==> src/rtl/shift_reg_universal_n.sv <==
// Parametrised universal shift register with hold/shift/rotate/arith-shift/load modes
// and a burst sequencer that applies `count` shifts from one `start`.
module shift_reg_universal_n #(
    parameter int unsigned WIDTH = 8,
    parameter int unsigned CNT_W = 4
) (
    input  logic             clk,
    input  logic             clr,
    input  logic             en,
    input  logic [2:0]       mode,
    input  logic [WIDTH-1:0] d,
    input  logic             sr_in,
    input  logic             sl_in,
    input  logic             start,
    input  logic [CNT_W-1:0] count,
    output logic [WIDTH-1:0] q,
    output logic             sr_out,
    output logic             sl_out,
    output logic             busy,
    output logic             done
);

    localparam logic [2:0] ModeHold  = 3'b000;
    localparam logic [2:0] ModeShr   = 3'b001;
    localparam logic [2:0] ModeShl   = 3'b010;
    localparam logic [2:0] ModeLoad  = 3'b011;
    localparam logic [2:0] ModeRor   = 3'b100;
    localparam logic [2:0] ModeRol   = 3'b101;
    localparam logic [2:0] ModeAsr   = 3'b110;
    localparam logic [2:0] ModeHold2 = 3'b111;

    typedef enum logic [0:0] {
        StIdle,
        StRun
    } state_e;

    state_e           state_q;
    logic [WIDTH-1:0] q_q;
    logic [CNT_W-1:0] rem_q;
    logic [2:0]       bmode_q;
    logic             done_q;
    logic             shift_mode;

    function automatic logic [WIDTH-1:0] step_fn(input logic [WIDTH-1:0] v,
                                                 input logic [2:0]       m,
                                                 input logic [WIDTH-1:0] ld,
                                                 input logic             si_r,
                                                 input logic             si_l);
        logic [WIDTH-1:0] r;
        r = v;
        case (m)
            ModeShr:   r = {si_r, v[WIDTH-1:1]};
            ModeShl:   r = {v[WIDTH-2:0], si_l};
            ModeLoad:  r = ld;
            ModeRor:   r = {v[0], v[WIDTH-1:1]};
            ModeRol:   r = {v[WIDTH-2:0], v[WIDTH-1]};
            ModeAsr:   r = {v[WIDTH-1], v[WIDTH-1:1]};
            ModeHold,
            ModeHold2: r = v;
            default:   r = v;
        endcase
        return r;
    endfunction

    // Only genuine shift modes may start a burst; LOAD/hold with start act as direct mode.
    assign shift_mode = (mode == ModeShr) || (mode == ModeShl) || (mode == ModeRor) ||
                        (mode == ModeRol) || (mode == ModeAsr);

    always_ff @(posedge clk) begin
        if (clr) begin
            state_q <= StIdle;
            q_q     <= '0;
            rem_q   <= '0;
            bmode_q <= ModeHold;
            done_q  <= 1'b0;
        end else begin
            done_q <= 1'b0;
            unique case (state_q)
                StIdle: begin
                    if (en) begin
                        if (start && shift_mode) begin
                            bmode_q <= mode;
                            rem_q   <= count;
                            if (count != '0) begin
                                state_q <= StRun;
                            end else begin
                                done_q <= 1'b1;
                            end
                        end else begin
                            q_q <= step_fn(q_q, mode, d, sr_in, sl_in);
                        end
                    end
                end
                StRun: begin
                    if (en) begin
                        q_q   <= step_fn(q_q, bmode_q, d, sr_in, sl_in);
                        rem_q <= rem_q - CNT_W'(1);
                        if (rem_q == CNT_W'(1)) begin
                            state_q <= StIdle;
                            done_q  <= 1'b1;
                        end
                    end
                end
                default: state_q <= StIdle;
            endcase
        end
    end

    assign q      = q_q;
    assign sr_out = q_q[0];
    assign sl_out = q_q[WIDTH-1];
    assign busy   = (state_q == StRun);
    assign done   = done_q;

endmodule

==> config.mk <==
export PLATFORM = sky130hd
export DESIGN_NAME = shift_reg_universal_n
export DESIGN_NICKNAME = d
export VERILOG_FILES = /design/src/rtl/shift_reg_universal_n.sv
export SDC_FILE = /design/constraint.sdc
export NUM_CORES = 1
export LEC_CHECK = 0
export ABC_AREA = 1
export BUFFER_PORTS_ARGS = -buffer_cell sky130_fd_sc_hd__buf_2
export CAP_MARGIN = 20
export CELL_PAD_IN_SITES_DETAIL_PLACEMENT = 2
export CELL_PAD_IN_SITES_GLOBAL_PLACEMENT = 2
export CORE_MARGIN = 2
export CORE_UTILIZATION = 25
export CTS_BUF_LIST = sky130_fd_sc_hd__clkbuf_2
export CTS_CLUSTER_DIAMETER = 100
export DETAILED_ROUTE_END_ITERATION = 16
export GPL_TIMING_DRIVEN = 0
export PLACE_DENSITY_LB_ADDON = 0.1
export SYNTH_ARGS = -nofsm -noshare
export SYNTH_HDL_FRONTEND = slang
export SYNTH_SLANG_ARGS = --single-unit
export TNS_END_PERCENT = 20
==> constraint.sdc <==
create_clock -name clk -period 1.27 [get_ports clk]
set_input_delay 0.254 -clock clk [delete_from_list [all_inputs] [get_ports clk]]
set_output_delay 0.254 -clock clk [all_outputs]
set_load 0.02 [all_outputs]
Word-level counts from Yosys, hierarchy flattened
Cells that the tools add are included.
Storage, ports and cells
  register bits after elaboration: 17
  output and inout bits: 12
  input bits: 21
  logic and storage cells: 67
Cells by class
  multiplexer cells: 22
  $add $sub $neg: 1
  bitwise logic cells: 1
  reductions and logical operators: 14
  equality and inequality tests: 23
Operator list (number)
  8-bit case mux with 6 select lines: 2
  3-bit == test, second input constant: 8
  8-bit 2-to-1 mux: 3
  2-bit != test, second input constant: 8
  8-bit case mux with 2 select lines: 1
  3-bit by 2-bit == test with 1-bit output, second input constant: 4
  4-bit 2-to-1 mux: 3
  1-bit 2-to-1 mux: 10
  4-bit case mux with 2 select lines: 1
  7-bit AND reduction: 1
  3-bit by 1-bit == test with 1-bit output, second input constant: 2
  3-bit zero test: 2
  3-bit AND reduction: 2
  5-bit AND reduction: 1
  4-bit by 1-bit == test with 1-bit output, second input constant: 1
  1-bit logical OR: 4
  1-bit case mux with 2 select lines: 2
  4-bit nonzero test: 1
  2-bit OR reduction: 2
  4-bit by 1-bit subtractor with 4-bit output, second input constant: 1
  1-bit logical AND: 1
  1-bit NOT: 1

Longest topological paths before layout
Gate-level depths: netlist of run 1.
  depth after elaboration: 9
  mapped depth: 10
  depth with buffers taken out: 9

Worst setup path before layout of run 1
OpenSTA, ideal clock, no wires.
  path type: register to register
  start point: reg state_q, in the netlist busy
  end point: reg bmode_q[0]
  arrival: 1.191 ns
  cell stages (with the launch flop): 6
  required time: 1.149 ns
  setup time: 0.121 ns
  period minus slack after synthesis: 1.313 ns
  setup slack: -0.043 ns
  path buffers: 1
  path through: dfxtp_1 -> inv_1 -> clkbuf_1 -> nand3_1 -> o21ai_0 -> a21oi_1
Between the ends
  cells in the longest elaborated chain, start to end: 2
Ends and longest elaborated chain
  start, declared: RTL line 37  | state_e state_q;
  start signal, assigned: RTL line 71  | state_q <= StIdle;
  start signal, assigned: RTL line 85  | state_q <= StRun;
  start signal, assigned: RTL line 99  | state_q <= StIdle;
  1-bit NOT (no line)
  3-bit AND reduction (no line)
  end signal, assigned: RTL line 74  | bmode_q <= ModeHold;
  end signal, assigned: RTL line 82  | bmode_q <= mode;
  end, declared: RTL line 40  | logic [2:0] bmode_q;
Every way passes these cells.
A chain may end at the register's enable or synchronous reset.

Worst setup path in the final report of run 1
  start point: reg bmode_q[0]
  end point: reg q_q[4], in the netlist q[4]
Between the ends
  cells in the longest elaborated chain, start to end: 4
  elaborated cells on any way between the ends: 14
  those cells by class: eq/ne: 8; mux: 3; reduce/logical: 3
Ends and longest elaborated chain
  3-bit == test, or another cell as far along: RTL line 51  | case (m)
  8-bit case mux with 6 select lines or 2-bit OR reduction (tied branches): RTL line 51
  8-bit 2-to-1 mux or 2-bit != test (tied branches)
  8-bit case mux with 2 select lines or 5-bit AND reduction (tied branches)
  end signal, assigned: RTL line 90  | q_q <= step_fn(q_q, mode, d, sr_in, sl_in);
  end signal, assigned: RTL line 96  | q_q <= step_fn(q_q, bmode_q, d, sr_in, sl_in);
  end, declared: RTL line 38  | logic [WIDTH-1:0] q_q;
Parallel ways exist; a longest one is shown, timed or not. The select of a mux whose other input is x is not followed.

==> results of run 1 <==
metal layers:
| metal | global-route usage (%) | vias to the layer above | wire length [um] |
|---|---|---|---|
| met2 | 32.8 | 23 | 2570 |
| met4 | 3.75 | 0 | 26 |
| met1 | 24.8 | 788 | 2690 |
| met5 | 0 | - | 0 |
| li1 | - | 852 | - |
| met3 | 1.74 | 2 | 138 |
report_power, final:
group          switching, W  internal, W  total, W
Clock              0.000222    0.0000714  0.000293
Sequential        0.0000553     0.000572  0.000628
Combinational      0.000342     0.000204  0.000546
cells by family after synthesis:
logic type      after synthesis  share of synthesized area [%]
xor+xnor                      1                          0.642
compound gates               41                           17.2
buf+inv                      30                           9.82
flops                        17                           25.0
fa+ha+maj                     2                           1.83
simple gates                146                           45.6
area by class of cell:
| cell class | instances | area share (%) |
|---|---|---|
| multi-input cells | 190 | 53.9 |
| flip-flops and latches | 17 | 20.4 |
| inverters | 20 | 4.29 |
| clock inverters | 1 | 0.277 |
| plain buffers | 10 | 4.36 |
| well taps | 70 | 4.85 |
| clock buffers | 3 | 0.831 |
| repair buffers | 34 | 11.0 |
worst register-to-register path, cell delays in order, from the launching register on:
cell      delay [ps]
dfxtp_4          440
inv_1            100
nand3_2          110
nand2_4          100
a21boi_0         220
nand2_1           80
nand3_1           80
a21oi_1           60
sequential cells by signal, summed over array words and instances, names as in the netlist:
| register | flops |
|---|---|
| bmode_q | 3 |
| busy | 1 |
| done | 1 |
| q | 8 |
| rem_q | 4 |
per-stage QoR:
stage / util [%] / setup TNS, ps / setup WS [ps] / area (um2)
2_1_floorplan: - / 0 / 32.9 / 1370
5_1_grt: 34.9 / -964 / -120 / 1810
3_3_place_gp: 30.9 / -3250 / -263 / 1600
6_report: 34.9 / -30.3 / -28.0 / 1810
3_5_place_dp: 30.9 / -3420 / -283 / 1600
4_1_cts: 33.8 / -42.9 / -19.4 / 1750
path summary, 6_finish.rpt:
path,endpoint,cells past startpoint,from,slack (ps)
worst max-delay path,q[4],7,bmode_q[0],-30
worst min-delay path,done,3,en,210
worst max register to register,q[4],7,bmode_q[0],-30
worst min register to register,rem_q[3],2,rem_q[3],510
synth_stat cells:
cell type  number
ha_1            2
clkbuf_1        4
a21boi_0        2
dfxtp_1        17
buf_6           1
nor2_1         19
nand4_1        10
o21ai_2         1
a21oi_1        15
inv_1          16
nand2_1        87
nand2_2         2
inv_2           4
buf_2           2
nor3_1          1
buf_4           3
a21oi_2         4
nor2_2          3
nand3_2         1
xor2_1          1
o21ai_1         2
a211oi_1        1
a31oi_1         2
nand3_1        23
o21ai_0        14
repair_timing:
item | in CTS | in global routing
resized for setup | 42 | 18
gates cloned | 1 | 0
buffers inserted | 2 | 2
pin swaps | 5 | 4
setup endpoints to repair | 27 | 17
==> results_dict.tcl, run 1 <==
set metrics [dict create \
    status "finished, violations left" \
    violations "negative setup slack" \
    syn_inst 237 \
    placed_cells 336 \
    cpMaxStageDelayCell "dfxtp_4" \
    gp_congestion 0.763 \
    die_x_um 77.9 \
    htreeDepth 1 \
    critPathTopFamily "flip-flops" \
    ys_types 25 \
    hpwl_mm 3.88 \
    maxSlewHeadroom_pct 59.2 \
    grt_max_degree 11 \
    synth.largest_area_cell "dfxtp_1" \
    drv_cap 0 \
    numCtsBuffers 3 \
    drt-vias-per-instance 4.83 \
    io_pins 33 \
    fmax_ghz 0.770 \
    yosys-top-cells-area "dfxtp_1, nand2_1, nand3_1, a21oi_1, nor2_1" \
    postCtsHoldBufs 0 \
    yosysSeqAreaShare_pct 25.0 \
    synth_top_area_share_pct 25.0 \
    worst-path-max-fanout 7 \
    fin_crit_ps 1300 \
    insertion_delay_ps 320 \
    crit_type "reg2reg" \
    die-area_um2 6060 \
    synth.ff_latch_count 17 \
    worst_pin_slew_ps 612 \
    hold_viol_final 0 \
    max_stage_delay_ps 440 \
    ir_drop_mv 0.326 \
    hold_slack_ps 211 \
    grt_pass1_vias 1780 \
    initial_core_util_pct 26.4 \
    area_growth_pct 32.5 \
    cts_buffer_depth 2 \
    yosysWarnings 0 \
    drt-initial-drc-count 34 \
    cts_tree "built" \
    final_cell_mix "nand2_1, buf_2, nand3_1, inv_1" \
    layout.cells.non_filler 345 \
    remaining_drc_errors 0 \
    row_count 26 \
    cts.clk_slew.worst_paths_ps 220 \
    grt_remaining_overflow 0 \
    grt_pass1_wl_mm 9.01 \
    vias 1665 \
    cts_root_buffer "clkbuf_2" \
    endpoint_kind "flip-flop" \
    start_kind "flip-flop" \
    maxSlewViolCount 0 \
    rsz0062_at_grt "true" \
    critPathArrivalTime_ps 1520 \
    grt_antenna_before_repair 0 \
    final.setup.worst_slack_ps -28.0 \
    p_per_area_nw_per_um2 812 \
    nFillCells 677 \
    critPathBufInv 1 \
    regArea_um2 369 \
    fin_skew_ps 5.19 \
    hold_class "in2reg" \
    first_pass_iters 4 \
    cp_cell_sequence "inv_1 -> nand3_2 -> nand2_4 -> a21boi_0 -> nand2_1 -> nand3_1 -> a21oi_1" \
    drive_above_1_share_pct 33.1 \
    final_nets 299 \
    grtUsageTotal_pct 18.7 \
    diodes 0 \
    finalCritPeriodShare_pct 102 \
    layout.cells.most_common "nand2_1" \
    syn_nets 260 \
    die_h_um 77.9 \
    portBuffers 29 \
    synth_area_um2 1360 \
    total_leakage_power_nw 0.814 \
    core_area_um2 5170 \
    syn_avg_cell_area_um2 5.75 \
    cts_sinks 17 \
    routed_wirelength_mm 5.42 \
    required_ps 1490 \
    wire_per_inst_um 15.7 \
    totalPowerFinal_w 0.00147 \
    drtAntennaViolNets 0 \
    multi_input_area_um2 975 \
    setup_viol 2 \
]
(Power assumes the default switching activity.)
==> inputs of run 2 (changes only) <==
--- a/config.mk
+++ b/config.mk
@@ -11,7 +11,7 @@
 export CELL_PAD_IN_SITES_DETAIL_PLACEMENT = 2
 export CELL_PAD_IN_SITES_GLOBAL_PLACEMENT = 2
 export CORE_MARGIN = 2
-export CORE_UTILIZATION = 25
+export CORE_UTILIZATION = 30
 export CTS_BUF_LIST = sky130_fd_sc_hd__clkbuf_2
 export CTS_CLUSTER_DIAMETER = 100
 export DETAILED_ROUTE_END_ITERATION = 16
==> constraint.sdc (replaced) <==
create_clock -name clk -period 1.63 [get_ports clk]
set_input_delay 0.326 -clock clk [delete_from_list [all_inputs] [get_ports clk]]
set_output_delay 0.326 -clock clk [all_outputs]
set_load 0.02 [all_outputs]
==> run 2 against run 1 <==
Net effect: the flow now finishes without violations; clock power is 26% lower; clock skew is 18 ps higher; final cell count is 6.7% lower; sequential share of layout area is 0.87 points higher; total power is 28% lower; sequential power is 23% lower; non-clock buffer count is 5 lower; global-route usage is 2.7 points higher; largest cell class unchanged.
==> results_dict.tcl, run 2 (synthesis results as in run 1) <==
set metrics [dict create \
    crit_type "reg2out" \
    worst-path-max-fanout 7 \
    layout.cells.non_filler 322 \
    diodes 0 \
    routed_wirelength_mm 4.92 \
    grt_max_degree 11 \
    ir_drop_mv 0.267 \
    largest_reg_flops 8 \
    core_area_um2 4350 \
    nFillCells 594 \
    endpoint_kind "output port" \
    start_kind "flip-flop" \
    grtUsageTotal_pct 21.4 \
    first_pass_iters 4 \
    grt_pass1_wl_mm 8.67 \
    final_nets 294 \
    setup_viol 0 \
    grt_remaining_overflow 0 \
    status "finished clean" \
    critPathBufInv 2 \
    vias 1677 \
    drtAntennaViolNets 0 \
    rr_startpoint "busy" \
    drv_cap 0 \
    drt-initial-drc-count 59 \
    htreeDepth 1 \
    layout.cells.most_common "nand2_1" \
    max_stage_delay_ps 540 \
    cts_root_buffer "clkbuf_2" \
    critPathArrivalTime_ps 1170 \
    remaining_drc_errors 0 \
    die_h_um 71.4 \
    cpMaxStageDelayCell "dfxtp_1" \
    fmax_ghz 0.670 \
    insertion_delay_ps 320 \
    totalPowerFinal_w 0.00106 \
    cts.clk_slew.worst_paths_ps 200 \
    cts_tree "built" \
    row_count 24 \
    wire_per_inst_um 15.3 \
    maxSlewHeadroom_pct 62.4 \
    fin_crit_ps 1490 \
    die-area_um2 5100 \
    hpwl_mm 3.80 \
    hold_start "en" \
    rsz0062_at_grt "true" \
    p_per_area_nw_per_um2 662 \
    post_cts_buffers 0 \
    fin_skew_ps 22.8 \
    gp_congestion 0.746 \
    area_growth_pct 17.6 \
    worst_pin_slew_ps 564 \
    placed_cells 318 \
    worstSetupStartpoint "q[0]" \
    cts_sinks 17 \
    hold_class "in2reg" \
    numCtsBuffers 3 \
    final_cell_mix "nand2_1, buf_2, nand3_1, nor2_1" \
    finalCritPeriodShare_pct 91.5 \
    maxSlewViolCount 0 \
    initial_core_util_pct 31.3 \
    io_pins 33 \
    die_x_um 71.4 \
    grt_pass1_vias 1749 \
    rrSetupSlack_ps 200 \
    total_leakage_power_nw 0.744 \
    required_ps 1300 \
    drt-vias-per-instance 5.21 \
    regArea_um2 342 \
    cp_cell_sequence "buf_4 -> buf_2" \
    hold_viol_final 0 \
    drive_above_1_share_pct 21.1 \
    critPathTopFamily "flip-flops" \
    multi_input_area_um2 897 \
    cts_buffer_depth 2 \
    portBuffers 29 \
    grt_antenna_before_repair 0 \
]
==> run 2: worst paths after layout <==
check                           endpoint  depth (start not counted)
worst max-delay path                q[0]                          2
worst min register to register  rem_q[2]                          2
worst max register to register  rem_q[3]                          5
worst min-delay path                done                          3
==> run 2: power by group <==
group / internal [W] / switching [W]
clock network: 0.0000650 / 0.000152
registers: 0.000444 / 0.0000391
logic: 0.000126 / 0.000236
total: 0.000635 / 0.000427
==> run 2: through the flow <==
step	setup TNS [ps]	worst slack, ps	hold slack (ps)	util, %	instance area (um2)
after floorplan	0	317	461	-	1360
after CTS	0	14.6	291	36.6	1590
after global routing	-38.7	-38.7	277	36.8	1600
after detailed placement	0	34.1	497	36.1	1570
final	0	138	313	36.8	1600
after global placement	0	50.2	488	36.1	1570
==> run 2: cell type report <==
cell class,count,area share [%]
Clock buffer,4,1.25
Timing Repair Buffer,29,9.05
Multi-Input combinational cell,190,55.9
Buffer,10,3.74
Tap cell,52,4.06
Sequential cell,17,21.3
Inverter,20,4.68
==> run 2: worst register-to-register path: stages (launching register included) <==
cell	delay, ps
dfxtp_1	400
inv_1	150
clkbuf_1	440
o21ai_0	180
nand2_1	90
a21oi_1	60
==> run 2: repair_timing <==
action                                  in CTS  in global routing
gates resized for setup                      0                  5
endpoints found under the setup margin       0                  8
hold buffers                                 0                  0
==> run 2: per-layer routing <==
| layer | up-vias | wire [um] | track usage [%] |
|---|---|---|---|
| met5 | - | 0 | 0 |
| met4 | 0 | 38 | 4.40 |
| met3 | 5 | 124 | 2.95 |
| met2 | 20 | 2410 | 36.1 |
| met1 | 809 | 2350 | 29.2 |
| li1 | 843 | - | - |
